$ cat src/rtl/tri_pix_pkg.sv
// Shared definitions for the triangle pixel writer: record field offsets,
// frame-buffer geometry, FSM state encoding and the RGB565 packer.
package tri_pix_pkg;

   localparam int unsigned SCREEN_W_DEF = 320;
   localparam int unsigned SCREEN_H_DEF = 240;
   localparam int unsigned FB_DEPTH     = 76800;
   localparam int unsigned FB_AW        = 17;

   localparam int unsigned REC_W  = 299;
   localparam int unsigned X_LSB  = 290;
   localparam int unsigned X_W    = 9;
   localparam int unsigned Y_LSB  = 282;
   localparam int unsigned Y_W    = 8;
   localparam int unsigned C2_LSB = 242;
   localparam int unsigned C1_LSB = 162;
   localparam int unsigned C0_LSB = 82;
   localparam int unsigned U_LSB  = 21;
   localparam int unsigned V_LSB  = 0;
   localparam int unsigned UV_W   = 21;

   typedef enum logic [2:0] {
      ST_CLEAR,
      ST_IDLE,
      ST_MUL,
      ST_SUM,
      ST_WRITE
   } state_t;

   typedef struct packed {
      logic [7:0] r;
      logic [7:0] g;
      logic [7:0] b;
   } rgb888_t;

   function automatic logic [15:0] pack_rgb565(input rgb888_t c);
      return {c.r[7:3], c.g[7:2], c.b[7:3]};
   endfunction

endpackage

$ cat src/rtl/tri_pix_writer_interp.sv
// One colour channel: registered MUL stage then registered SUM/clamp stage.
// PIX_COLOR_INTERP_EN selects Gouraud interpolation; otherwise vertex0 is piped through.
module tri_color_interp
   import tri_pix_pkg::*;
(
   input  logic               clk,
   input  logic               rst_n,
   input  logic               mul_en,
   input  logic               sum_en,
   input  logic [7:0]         c0,
   input  logic [7:0]         c1,
   input  logic [7:0]         c2,
   input  logic signed [20:0] u,
   input  logic signed [20:0] v,
   output logic [7:0]         result
);

`ifdef PIX_COLOR_INTERP_EN
   logic signed [8:0]  d1;
   logic signed [8:0]  d2;
   logic signed [29:0] pu_q;
   logic signed [29:0] pv_q;
   logic [7:0]         c0_q;
   logic signed [31:0] s;

   assign d1 = $signed({1'b0, c1}) - $signed({1'b0, c0});
   assign d2 = $signed({1'b0, c2}) - $signed({1'b0, c0});
   assign s  = $signed({4'b0000, c0_q, 20'd0}) + 32'(pu_q) + 32'(pv_q);

   always_ff @(posedge clk or negedge rst_n) begin
      if (!rst_n) begin
         pu_q   <= '0;
         pv_q   <= '0;
         c0_q   <= '0;
         result <= '0;
      end else begin
         if (mul_en) begin
            pu_q <= 30'(u) * 30'(d1);
            pv_q <= 30'(v) * 30'(d2);
            c0_q <= c0;
         end
         // non-negative s at or above 256<<20 has a bit set in [30:28]
         if (sum_en) begin
            if (s[31])
               result <= '0;
            else if (s[30:28] != 3'b000)
               result <= '1;
            else
               result <= s[27:20];
         end
      end
   end
`else
   logic [7:0] c0_q;
   logic       unused_ops;

   assign unused_ops = ^{c1, c2, u, v};

   always_ff @(posedge clk or negedge rst_n) begin
      if (!rst_n) begin
         c0_q   <= '0;
         result <= '0;
      end else begin
         if (mul_en) c0_q <= c0;
         if (sum_en) result <= c0_q;
      end
   end
`endif

endmodule

$ cat src/rtl/tri_pix_writer.sv
// Final raster stage: interpolates pixel colour, writes RGB565 to the frame buffer,
// and clears the buffer between frames. Macro PIX_COLOR_INTERP_EN enables Gouraud shading.
module tri_pix_writer
   import tri_pix_pkg::*;
#(
   parameter int unsigned SCREEN_W = SCREEN_W_DEF,
   parameter int unsigned SCREEN_H = SCREEN_H_DEF,
   parameter logic [15:0] BG_COLOR = 16'h0000
) (
   input  logic         clk_i,
   input  logic         reset_n_i,
   input  logic         ras_en_i,
   input  logic         pix_valid_i,
   output logic         pix_ready_o,
   input  logic [298:0] pix_data_i,
   output logic         fb_we_o,
   output logic [16:0]  fb_addr_o,
   output logic [15:0]  fb_din_o,
   output logic         clear_busy_o,
   output logic [15:0]  drop_cnt_o
);

   localparam int unsigned      DEPTH     = SCREEN_W * SCREEN_H;
   localparam logic [FB_AW-1:0] LAST_ADDR = FB_AW'(DEPTH - 1);

   state_t             state_q;
   state_t             state_d;
   logic [FB_AW-1:0]   clr_addr_q;
   logic               cleared_q;
   logic [X_W-1:0]     x_q;
   logic [Y_W-1:0]     y_q;
   rgb888_t            c0_q;
   rgb888_t            c1_q;
   rgb888_t            c2_q;
   logic signed [20:0] u_q;
   logic signed [20:0] v_q;
   rgb888_t            color;

   logic               accept;
   logic               last_clear;
   logic               on_screen;
   logic [FB_AW-1:0]   pix_addr;
   logic               we_d;
   logic               ready_d;
   logic [FB_AW-1:0]   addr_d;
   logic [15:0]        din_d;
   logic               unused_bits;

   assign accept     = (state_q == ST_IDLE) && pix_valid_i && pix_ready_o;
   assign last_clear = (clr_addr_q == LAST_ADDR);
   assign on_screen  = (32'(x_q) < SCREEN_W) && (32'(y_q) < SCREEN_H);
   assign pix_addr   = FB_AW'(32'(y_q) * SCREEN_W + 32'(x_q));

   // depth values and the spare vertex bits are not needed past the depth test
   assign unused_bits = ^{pix_data_i[281:266], pix_data_i[241:186],
                          pix_data_i[161:106], pix_data_i[81:42]};

   always_comb begin
      state_d = state_q;
      we_d    = 1'b0;
      addr_d  = fb_addr_o;
      din_d   = fb_din_o;
      case (state_q)
         ST_CLEAR: begin
            we_d   = 1'b1;
            addr_d = clr_addr_q;
            din_d  = BG_COLOR;
            if (last_clear) state_d = ST_IDLE;
         end
         ST_IDLE: begin
            if (accept)
               state_d = ST_MUL;
            else if (!ras_en_i && !cleared_q)
               state_d = ST_CLEAR;
         end
         ST_MUL:   state_d = ST_SUM;
         ST_SUM:   state_d = ST_WRITE;
         ST_WRITE: begin
            state_d = ST_IDLE;
            if (on_screen) begin
               we_d   = 1'b1;
               addr_d = pix_addr;
               din_d  = pack_rgb565(color);
            end
         end
         default:  state_d = ST_CLEAR;
      endcase
      // ready is registered from the next state so a new record can land on the
      // same edge the previous pixel's write is captured
      ready_d = (state_d == ST_IDLE) && ras_en_i;
   end

   always_ff @(posedge clk_i or negedge reset_n_i) begin
      if (!reset_n_i) begin
         state_q      <= ST_CLEAR;
         pix_ready_o  <= 1'b0;
         fb_we_o      <= 1'b0;
         fb_addr_o    <= '0;
         fb_din_o     <= '0;
         clear_busy_o <= 1'b0;
      end else begin
         state_q      <= state_d;
         pix_ready_o  <= ready_d;
         fb_we_o      <= we_d;
         fb_addr_o    <= addr_d;
         fb_din_o     <= din_d;
         clear_busy_o <= (state_q == ST_CLEAR);
      end
   end

   always_ff @(posedge clk_i or negedge reset_n_i) begin
      if (!reset_n_i) begin
         clr_addr_q <= '0;
         cleared_q  <= 1'b0;
         x_q        <= '0;
         y_q        <= '0;
         c0_q       <= '0;
         c1_q       <= '0;
         c2_q       <= '0;
         u_q        <= '0;
         v_q        <= '0;
         drop_cnt_o <= '0;
      end else begin
         if (state_q == ST_CLEAR)
            clr_addr_q <= last_clear ? '0 : clr_addr_q + 1'b1;

         if (state_q == ST_CLEAR && last_clear)
            cleared_q <= 1'b1;
         else if (state_q == ST_IDLE && ras_en_i)
            cleared_q <= 1'b0;

         if (accept) begin
            x_q  <= pix_data_i[X_LSB +: X_W];
            y_q  <= pix_data_i[Y_LSB +: Y_W];
            c0_q <= pix_data_i[C0_LSB +: 24];
            c1_q <= pix_data_i[C1_LSB +: 24];
            c2_q <= pix_data_i[C2_LSB +: 24];
            u_q  <= pix_data_i[U_LSB +: UV_W];
            v_q  <= pix_data_i[V_LSB +: UV_W];
         end

         if (state_q == ST_WRITE && !on_screen && drop_cnt_o != 16'hFFFF)
            drop_cnt_o <= drop_cnt_o + 1'b1;
      end
   end

   tri_color_interp u_interp_r (
      .clk    (clk_i),
      .rst_n  (reset_n_i),
      .mul_en (state_q == ST_MUL),
      .sum_en (state_q == ST_SUM),
      .c0     (c0_q.r),
      .c1     (c1_q.r),
      .c2     (c2_q.r),
      .u      (u_q),
      .v      (v_q),
      .result (color.r)
   );

   tri_color_interp u_interp_g (
      .clk    (clk_i),
      .rst_n  (reset_n_i),
      .mul_en (state_q == ST_MUL),
      .sum_en (state_q == ST_SUM),
      .c0     (c0_q.g),
      .c1     (c1_q.g),
      .c2     (c2_q.g),
      .u      (u_q),
      .v      (v_q),
      .result (color.g)
   );

   tri_color_interp u_interp_b (
      .clk    (clk_i),
      .rst_n  (reset_n_i),
      .mul_en (state_q == ST_MUL),
      .sum_en (state_q == ST_SUM),
      .c0     (c0_q.b),
      .c1     (c1_q.b),
      .c2     (c2_q.b),
      .u      (u_q),
      .v      (v_q),
      .result (color.b)
   );

endmodule

$ cat config.mk
export PLATFORM = sky130hd
export DESIGN_NAME = tri_pix_writer
export DESIGN_NICKNAME = d
export VERILOG_FILES = /design/src/rtl/tri_pix_pkg.sv /design/src/rtl/tri_pix_writer_interp.sv /design/src/rtl/tri_pix_writer.sv
export SDC_FILE = /design/constraint.sdc
export NUM_CORES = 1
export LEC_CHECK = 0
export ABC_AREA = 1
export ABC_CLOCK_PERIOD_IN_PS = 3400
export BUFFER_PORTS_ARGS = -buffer_cell sky130_fd_sc_hd__buf_2
export CAP_MARGIN = 20
export CORE_AREA = 4 4 134 136
export CTS_BUF_LIST = sky130_fd_sc_hd__clkbuf_4
export CTS_CLUSTER_DIAMETER = 150
export DETAILED_ROUTE_END_ITERATION = 10
export DIE_AREA = 0 0 138 140
export PLACE_DENSITY_LB_ADDON = 0.3
export REMOVE_ABC_BUFFERS = 1
export SETUP_SLACK_MARGIN = 0.2
export SKIP_CTS_REPAIR_TIMING = 1
export SYNTH_ARGS = -nofsm -noshare
export SYNTH_HDL_FRONTEND = slang
export SYNTH_SLANG_ARGS = --single-unit
$ cat constraint.sdc
create_clock -name clk_i -period 3.4 [get_ports clk_i]
set_input_delay 0 -clock clk_i [delete_from_list [all_inputs] [get_ports clk_i]]
set_output_delay 0 -clock clk_i [all_outputs]
set_load 0.005 [all_outputs]
==> results.py, run 1 <==
metrics = {
    "outcome": {
        "status": "completed",
    },
    "timing": {
        "finalMaxSlewViolations": 0,
        "hold_slack_ns": 0.03432,
        "layout_setup_ws_ns": 0.8058,
        "slew_headroom_pct": 32.63,
        "rsz0062_at_grt": "false",
        "tns_ns": 0,
        "worst_slew_pin_slew_ns": 1.008,
        "fin_crit_sh_pct": 76.30,
        "hold_viol": 0,
        "max_freq_mhz": 385.5,
        "final-setup-viol-count": 0,
        "period_needed_ns": 2.594,
        "finClkSkew_ns": 0.02396,
    },
    "clocking": {
        "cts_buffer_depth": 2,
        "cts_tree": "done",
        "cts_sinks": 138,
        "cts-htree-levels": 4,
        "cts.clk_slew.worst_paths_ns": 0.14,
        "ctsRootBufferMaster": "clkbuf_4",
        "cts_made_buffers": 17,
        "clk_latency_ns": 0.54,
    },
    "yosys": {
        "ys_ff_latch": 138,
        "async_flop_share_pct": 100.0,
        "synth_ff_type": "dfrtp_1",
        "yosysTopAreaCell": "dfrtp_1",
        "seq_area_frac_synth_pct": 52.93,
        "synthDistinctLibCells": 37,
        "synth_area_per_cell_sq_um": 9.201,
        "synth_edf_count": 0,
        "syn-cell-area_sq_um": 6524,
        "synth_warnings": 0,
        "yosysTopAreaCellShare_pct": 52.93,
        "synth.area.top_cells": "dfrtp_1 53%, nand2_1 10%, inv_1 3.8%",
        "synth_most_common_cell": "nand2_1",
        "ys_top_cells_by_count": "175 x nand2_1, 138 x dfrtp_1, 66 x inv_1, 52 x nor2_1, 42 x nand3_1",
        "synthCells": 709,
    },
    "grt": {
        "antenna_found_initial": 4,
        "grtUsageMet3_pct": 5.633,
        "met2_usage_pct": 22.40,
        "busiest_layer": "met2",
        "grt_start_max_net_pins": 109,
        "overflow": 0,
        "track_usage_pct": 15.40,
        "grt_pass1_wl_microns": 24200,
        "grt_pass1_vias": 4806,
        "grt.met1_usage_pct": 21.40,
    },
    "die": {
        "start_util_pct": 38.52,
        "die_w_microns": 138,
        "rows": 48,
        "die_area_sq_um": 19320,
        "coreArea_sq_um": 16940,
        "io_pins": 355,
        "die_h_microns": 140,
    },
    "route": {
        "ant_nets": 0,
        "first_pass_iters": 5,
        "drt-total-wl_microns": 14540,
        "vias_per_cell": 4.660,
        "vias": 5024,
        "wl_per_cell_microns": 13.49,
        "drc": 0,
        "drt_iter0_markers": 245,
    },
    "setup_path": {
        "cpPeakStageDelay_ns": 0.53,
        "slowest_stage": "fa_1",
        "r2r_cells": 14,
        "required_ns": 3.84,
        "crit_family": "adder cells",
        "crit_path_frequent_cell": "nand2_1",
        "crit_type": "reg2reg",
        "path_buf_inv": 2,
        "startpoint_type": "flip-flop",
        "cp-end-kind": "flip-flop",
        "timing.rr.start": "y_q[1]",
        "crit_start": "y_q[1]",
        "r2r_slack_ns": 0.81,
        "timing.rr.end": "fb_addr_o[15]",
        "path_cells": "ha_1, ha_1, fa_1, nand2_1, inv_1, nand4_1, nand2_1, inv_1, nor2_1, nand3_1, nand2_1, nand3_1, nand2_1, nand2_1",
        "cp_max_fo": 3,
        "arrival_ns": 3.03,
    },
    "worst_hold_path": {
        "hold_path.class": "in2async",
    },
    "power_and_ir_drop": {
        "powerDensity_nw_per_um2": 604.1,
        "peakVddDrop_mv": 0.5325,
        "p_leak_uw": 0.004099,
    },
    "placed_design": {
        "pre_cts_ws_ns": 0.8343,
        "dpl.cell_count": 1005,
        "port_buffers": 88,
        "gp_congestion": 0.8348,
        "dpl.hpwl_microns": 9816,
    },
    "cells_and_area": {
        "area_growth_pct": 20.98,
        "fin_util_pct": 46.60,
        "final_layout_size_suffix_gt1_share_pct": 20.49,
        "nets": 1158,
        "stdcell_count": 1078,
    },
    "run": {
        "drv_cap": 0,
    },
}
how the worst max path moves through the flow:
stage / end / slack (ns) / depth (start not counted)
finish: fb_addr_o[15] / 0.81 / 14
global route: fb_addr_o[15] / 0.52 / 14
CTS: fb_addr_o[13] / 0.81 / 12
detailed placement: fb_addr_o[15] / 0.83 / 14
global placement: fb_addr_o[15] / 0.86 / 14
floorplan: fb_addr_o[15] / 1.09 / 14
per-stage QoR:
stage	cell area, sq um	total power (uW)
2_1_floorplan	6401	3171
3_3_place_gp	7172	3533
6_report	7893	4768
4_1_cts	7495	4801
3_5_place_dp	7172	3577
5_1_grt	7893	5150
sequential cells by signal, summed over array words and instances, names as in the netlist, 3 cells and up:
signal and flops:
u_interp_b.c0_q 5, drop_cnt_o 16, u_interp_r.c0_q 5, c0_q 16
state_q 3, x_q 9, u_interp_g.result 6, fb_addr_o 17
u_interp_g.c0_q 6, fb_din_o 16, u_interp_b.result 5, u_interp_r.result 5
clr_addr_q 17, y_q 8
cell usage in the layout, fill, tap and decap left out, types with 2 or more instances in the layout:
cell type      synthesis  layout
inv_6                  0       3
nor3_2                 2       2
nand4_1                8       8
nand4_2                2       2
mux2_2                20      20
fa_1                   2       2
inv_2                  7       7
nand3_1               42      41
dfrtp_1              138     138
nor3_1                17      17
nor2_1                52      52
a31oi_1                9       9
o21ai_1                6       6
a21oi_1               27      27
nor2_4                 3       3
mux2_1                 7       7
inv_8                  0       2
o21a_1                 2       2
buf_4                  1       5
clkinvlp_4             0       3
diode_2                0       4
nor4_1                 3       3
nand2_2                2       2
bufinv_16              0       3
xor2_1                19      19
inv_1                 66      66
nand2_1              175     175
clkbuf_4               0      18
nand2_4                2       2
clkinv_4               0       3
nor2_2                 6       6
ha_1                  17      17
nand3_2                1       2
buf_2                  5      87
dlygate4sd3_1          0      36
o21ai_0               38      38
xnor2_1                8       8
worst register-to-register path, cell delays in order, from the launching register on:
cell	delay [ns]
dfrtp_1	0.44
ha_1	0.31
ha_1	0.23
fa_1	0.53
nand2_1	0.06
inv_1	0.10
nand4_1	0.09
nand2_1	0.11
inv_1	0.05
nor2_1	0.22
nand3_1	0.12
nand2_1	0.08
nand3_1	0.06
nand2_1	0.07
nand2_1	0.04
power by group:
group	total [uW]	internal, uW	switching (uW)
Sequential	2230	2010	218
Clock	1200	537	662
Combinational	1340	521	820
Total	4770	3070	1700
per-layer routing:
metal	vias to the layer above	wire (microns)
met1	2330	7306
met2	104	6309
met4	0	225
met5	-	0
li1	2570	-
met3	20	702
kinds of logic after synthesis:
kind of cell,synth area share (%)
AND/OR/NAND/NOR,21.63
flip-flops,52.93
buffers and inverters,6.080
AO/OA/AOI/OAI,7.192
XOR/XNOR,3.625
multiplexers,4.661
adder cells (fa/ha/maj),3.874
area by class of cell:
cell class / count / area (sq um)
inverters: 73 / 274.0
clock inverters: 14 / 187.7
multi-input cells: 476 / 2679
repair buffers: 130 / 872.1
flip-flops and latches: 138 / 3453
clock buffers: 18 / 135.1
diodes: 4 / 10.01
well taps: 225 / 281.5
fillers: 1707 / 9044
Power figures use the tool's default switching activity.
==> run 2, diff against run 1 <==
- ABC_CLOCK_PERIOD_IN_PS: 3400 -> 2600
- CORE_AREA: 4 4 134 136 -> 4 4 136 138
- DIE_AREA: 0 0 138 140 -> 0 0 140 142
- clock period: 3.4 -> 2.6 ns (I/O delays scaled with it)
==> results.py, run 2 (synthesized netlist as in run 1, its figures left out) <==
metrics = {
    "outcome": {
        "status": "completed",
    },
    "cells_and_area": {
        "area_growth_pct": 23.34,
        "top_regs": "clr_addr_q x17, fb_addr_o x17",
        "fin_util_pct": 46.85,
        "fillers": 1713,
        "final_layout_size_suffix_gt1_share_pct": 22.38,
        "multi_input_area_sq_um": 2731,
        "final_common_cell": "nand2_1",
        "regArea_sq_um": 3456,
        "layout_common_cells": "175 x nand2_1, 136 x dfrtp_1, 87 x buf_2",
        "nets": 1167,
    },
    "timing": {
        "slew_headroom_pct": 44.94,
        "hold_viol": 0,
        "finalMaxSlewViolations": 0,
        "finClkSkew_ns": 0.01764,
        "layout_setup_ws_ns": 0.2798,
        "rsz0062_at_grt": "true",
        "hold_slack_ns": 0.08232,
        "period_needed_ns": 2.320,
        "max_freq_mhz": 431.0,
        "fin_crit_sh_pct": 89.24,
        "final-setup-viol-count": 0,
        "tns_ns": 0,
        "worst_slew_pin_slew_ns": 0.8259,
    },
    "clocking": {
        "ctsRootBufferMaster": "clkbuf_4",
        "cts_made_buffers": 17,
        "cts.clk_slew.worst_paths_ns": 0.12,
        "clk_latency_ns": 0.53,
        "cts-htree-levels": 4,
        "cts_tree": "done",
        "cts_buffer_depth": 2,
        "cts_sinks": 138,
    },
    "route": {
        "wl_met1_microns": 7016,
        "routed-wl-met2_microns": 6594,
        "first_pass_iters": 5,
        "vias_per_cell": 4.680,
        "drc": 0,
        "vias": 5073,
        "wl_per_cell_microns": 13.49,
        "routed-wl-met3_microns": 800,
        "drt_iter0_markers": 255,
        "drt-total-wl_microns": 14630,
        "ant_nets": 0,
        "route.top_layer_used": "met4",
    },
    "die": {
        "rows": 48,
        "die_w_microns": 140,
        "coreArea_sq_um": 17180,
        "io_pins": 355,
        "die_h_microns": 142,
        "die_area_sq_um": 19880,
        "start_util_pct": 37.98,
    },
    "placed_design": {
        "dpl.hpwl_microns": 10170,
        "port_buffers": 88,
        "gp_congestion": 0.8475,
        "pre_cts_ws_ns": 0.04924,
    },
    "grt": {
        "antenna_found_initial": 1,
        "grt_pass1_wl_microns": 24310,
        "grt_start_max_net_pins": 91,
        "track_usage_pct": 15.23,
        "grt_pass1_vias": 4783,
        "overflow": 0,
    },
    "setup_path": {
        "cp-end-kind": "flip-flop",
        "cpPeakStageDelay_ns": 0.54,
        "crit_family": "adder cells",
        "crit_path_frequent_cell": "o21ai_0",
        "required_ns": 3.06,
        "path_cells": "ha_4, ha_4, fa_1, nand2_1, inv_2, nand3_1, nand2_1, inv_1, o21ai_0, o21ai_0, o21ai_0",
        "arrival_ns": 2.78,
        "startpoint_type": "flip-flop",
        "slowest_stage": "fa_1",
        "cp_max_fo": 3,
        "crit_type": "reg2reg",
        "path_buf_inv": 2,
    },
    "worst_hold_path": {
        "hold_path.class": "in2async",
    },
    "run": {
        "drv_cap": 0,
    },
    "power_and_ir_drop": {
        "p_leak_uw": 0.004152,
        "peakVddDrop_mv": 0.4245,
        "powerDensity_nw_per_um2": 812.0,
    },
}
-- run 2: cell count changes in the layout (fill, tap and decap cells not counted), sizes merged --
cell,change
clkinv,+1
inv,-3
bufinv,+3
buf,+8
diode,-3
dlygate4sd3,+1
clkinvlp,-1
-- run 2: per-stage QoR --
stage / power [uW] / instances / instance area [sq um]
floorplan: 4146 / 687 / 6401
global placement: 4652 / 1012 / 7224
detailed placement: 4704 / 1012 / 7224
CTS: 6528 / 1044 / 7604
global route: 7078 / 1084 / 8046
finish: 6533 / 1084 / 8046
-- run 2: path summary, 6_finish.rpt --
check,start,end,slack [ns],depth (start not counted)
min,reset_n_i,drop_cnt_o[10],0.08,2
max reg2reg,y_q[3],fb_addr_o[12],0.28,11
max in group asynchronous,reset_n_i,y_q[4],1.66,3
min reg2reg,fb_din_o[0],fb_din_o[0],0.48,2
max,y_q[3],fb_addr_o[12],0.28,11
min in group clk_i,pix_valid_i,c0_q[14],0.11,3
-- run 2: area by class of cell --
class,instances,area share [%]
Antenna cell,1,0.03110
Clock buffer,18,1.679
Clock inverter,14,3.032
Inverter,73,3.405
Multi-Input combinational cell,476,33.94
Sequential cell,138,42.95
Tap cell,225,3.499
Timing Repair Buffer,139,11.46
-- run 2: metal layers --
layer	GRT usage [%]	vias to the layer above
li1	-	2578
met1	21.05	2344
met2	23.70	134
met3	3.999	17
met4	4.742	0
met5	0	-
-- run 2: power by group --
group / internal, uW / switching [uW]
Clock: 975 / 814
Sequential: 2630 / 290
Combinational: 742 / 1080
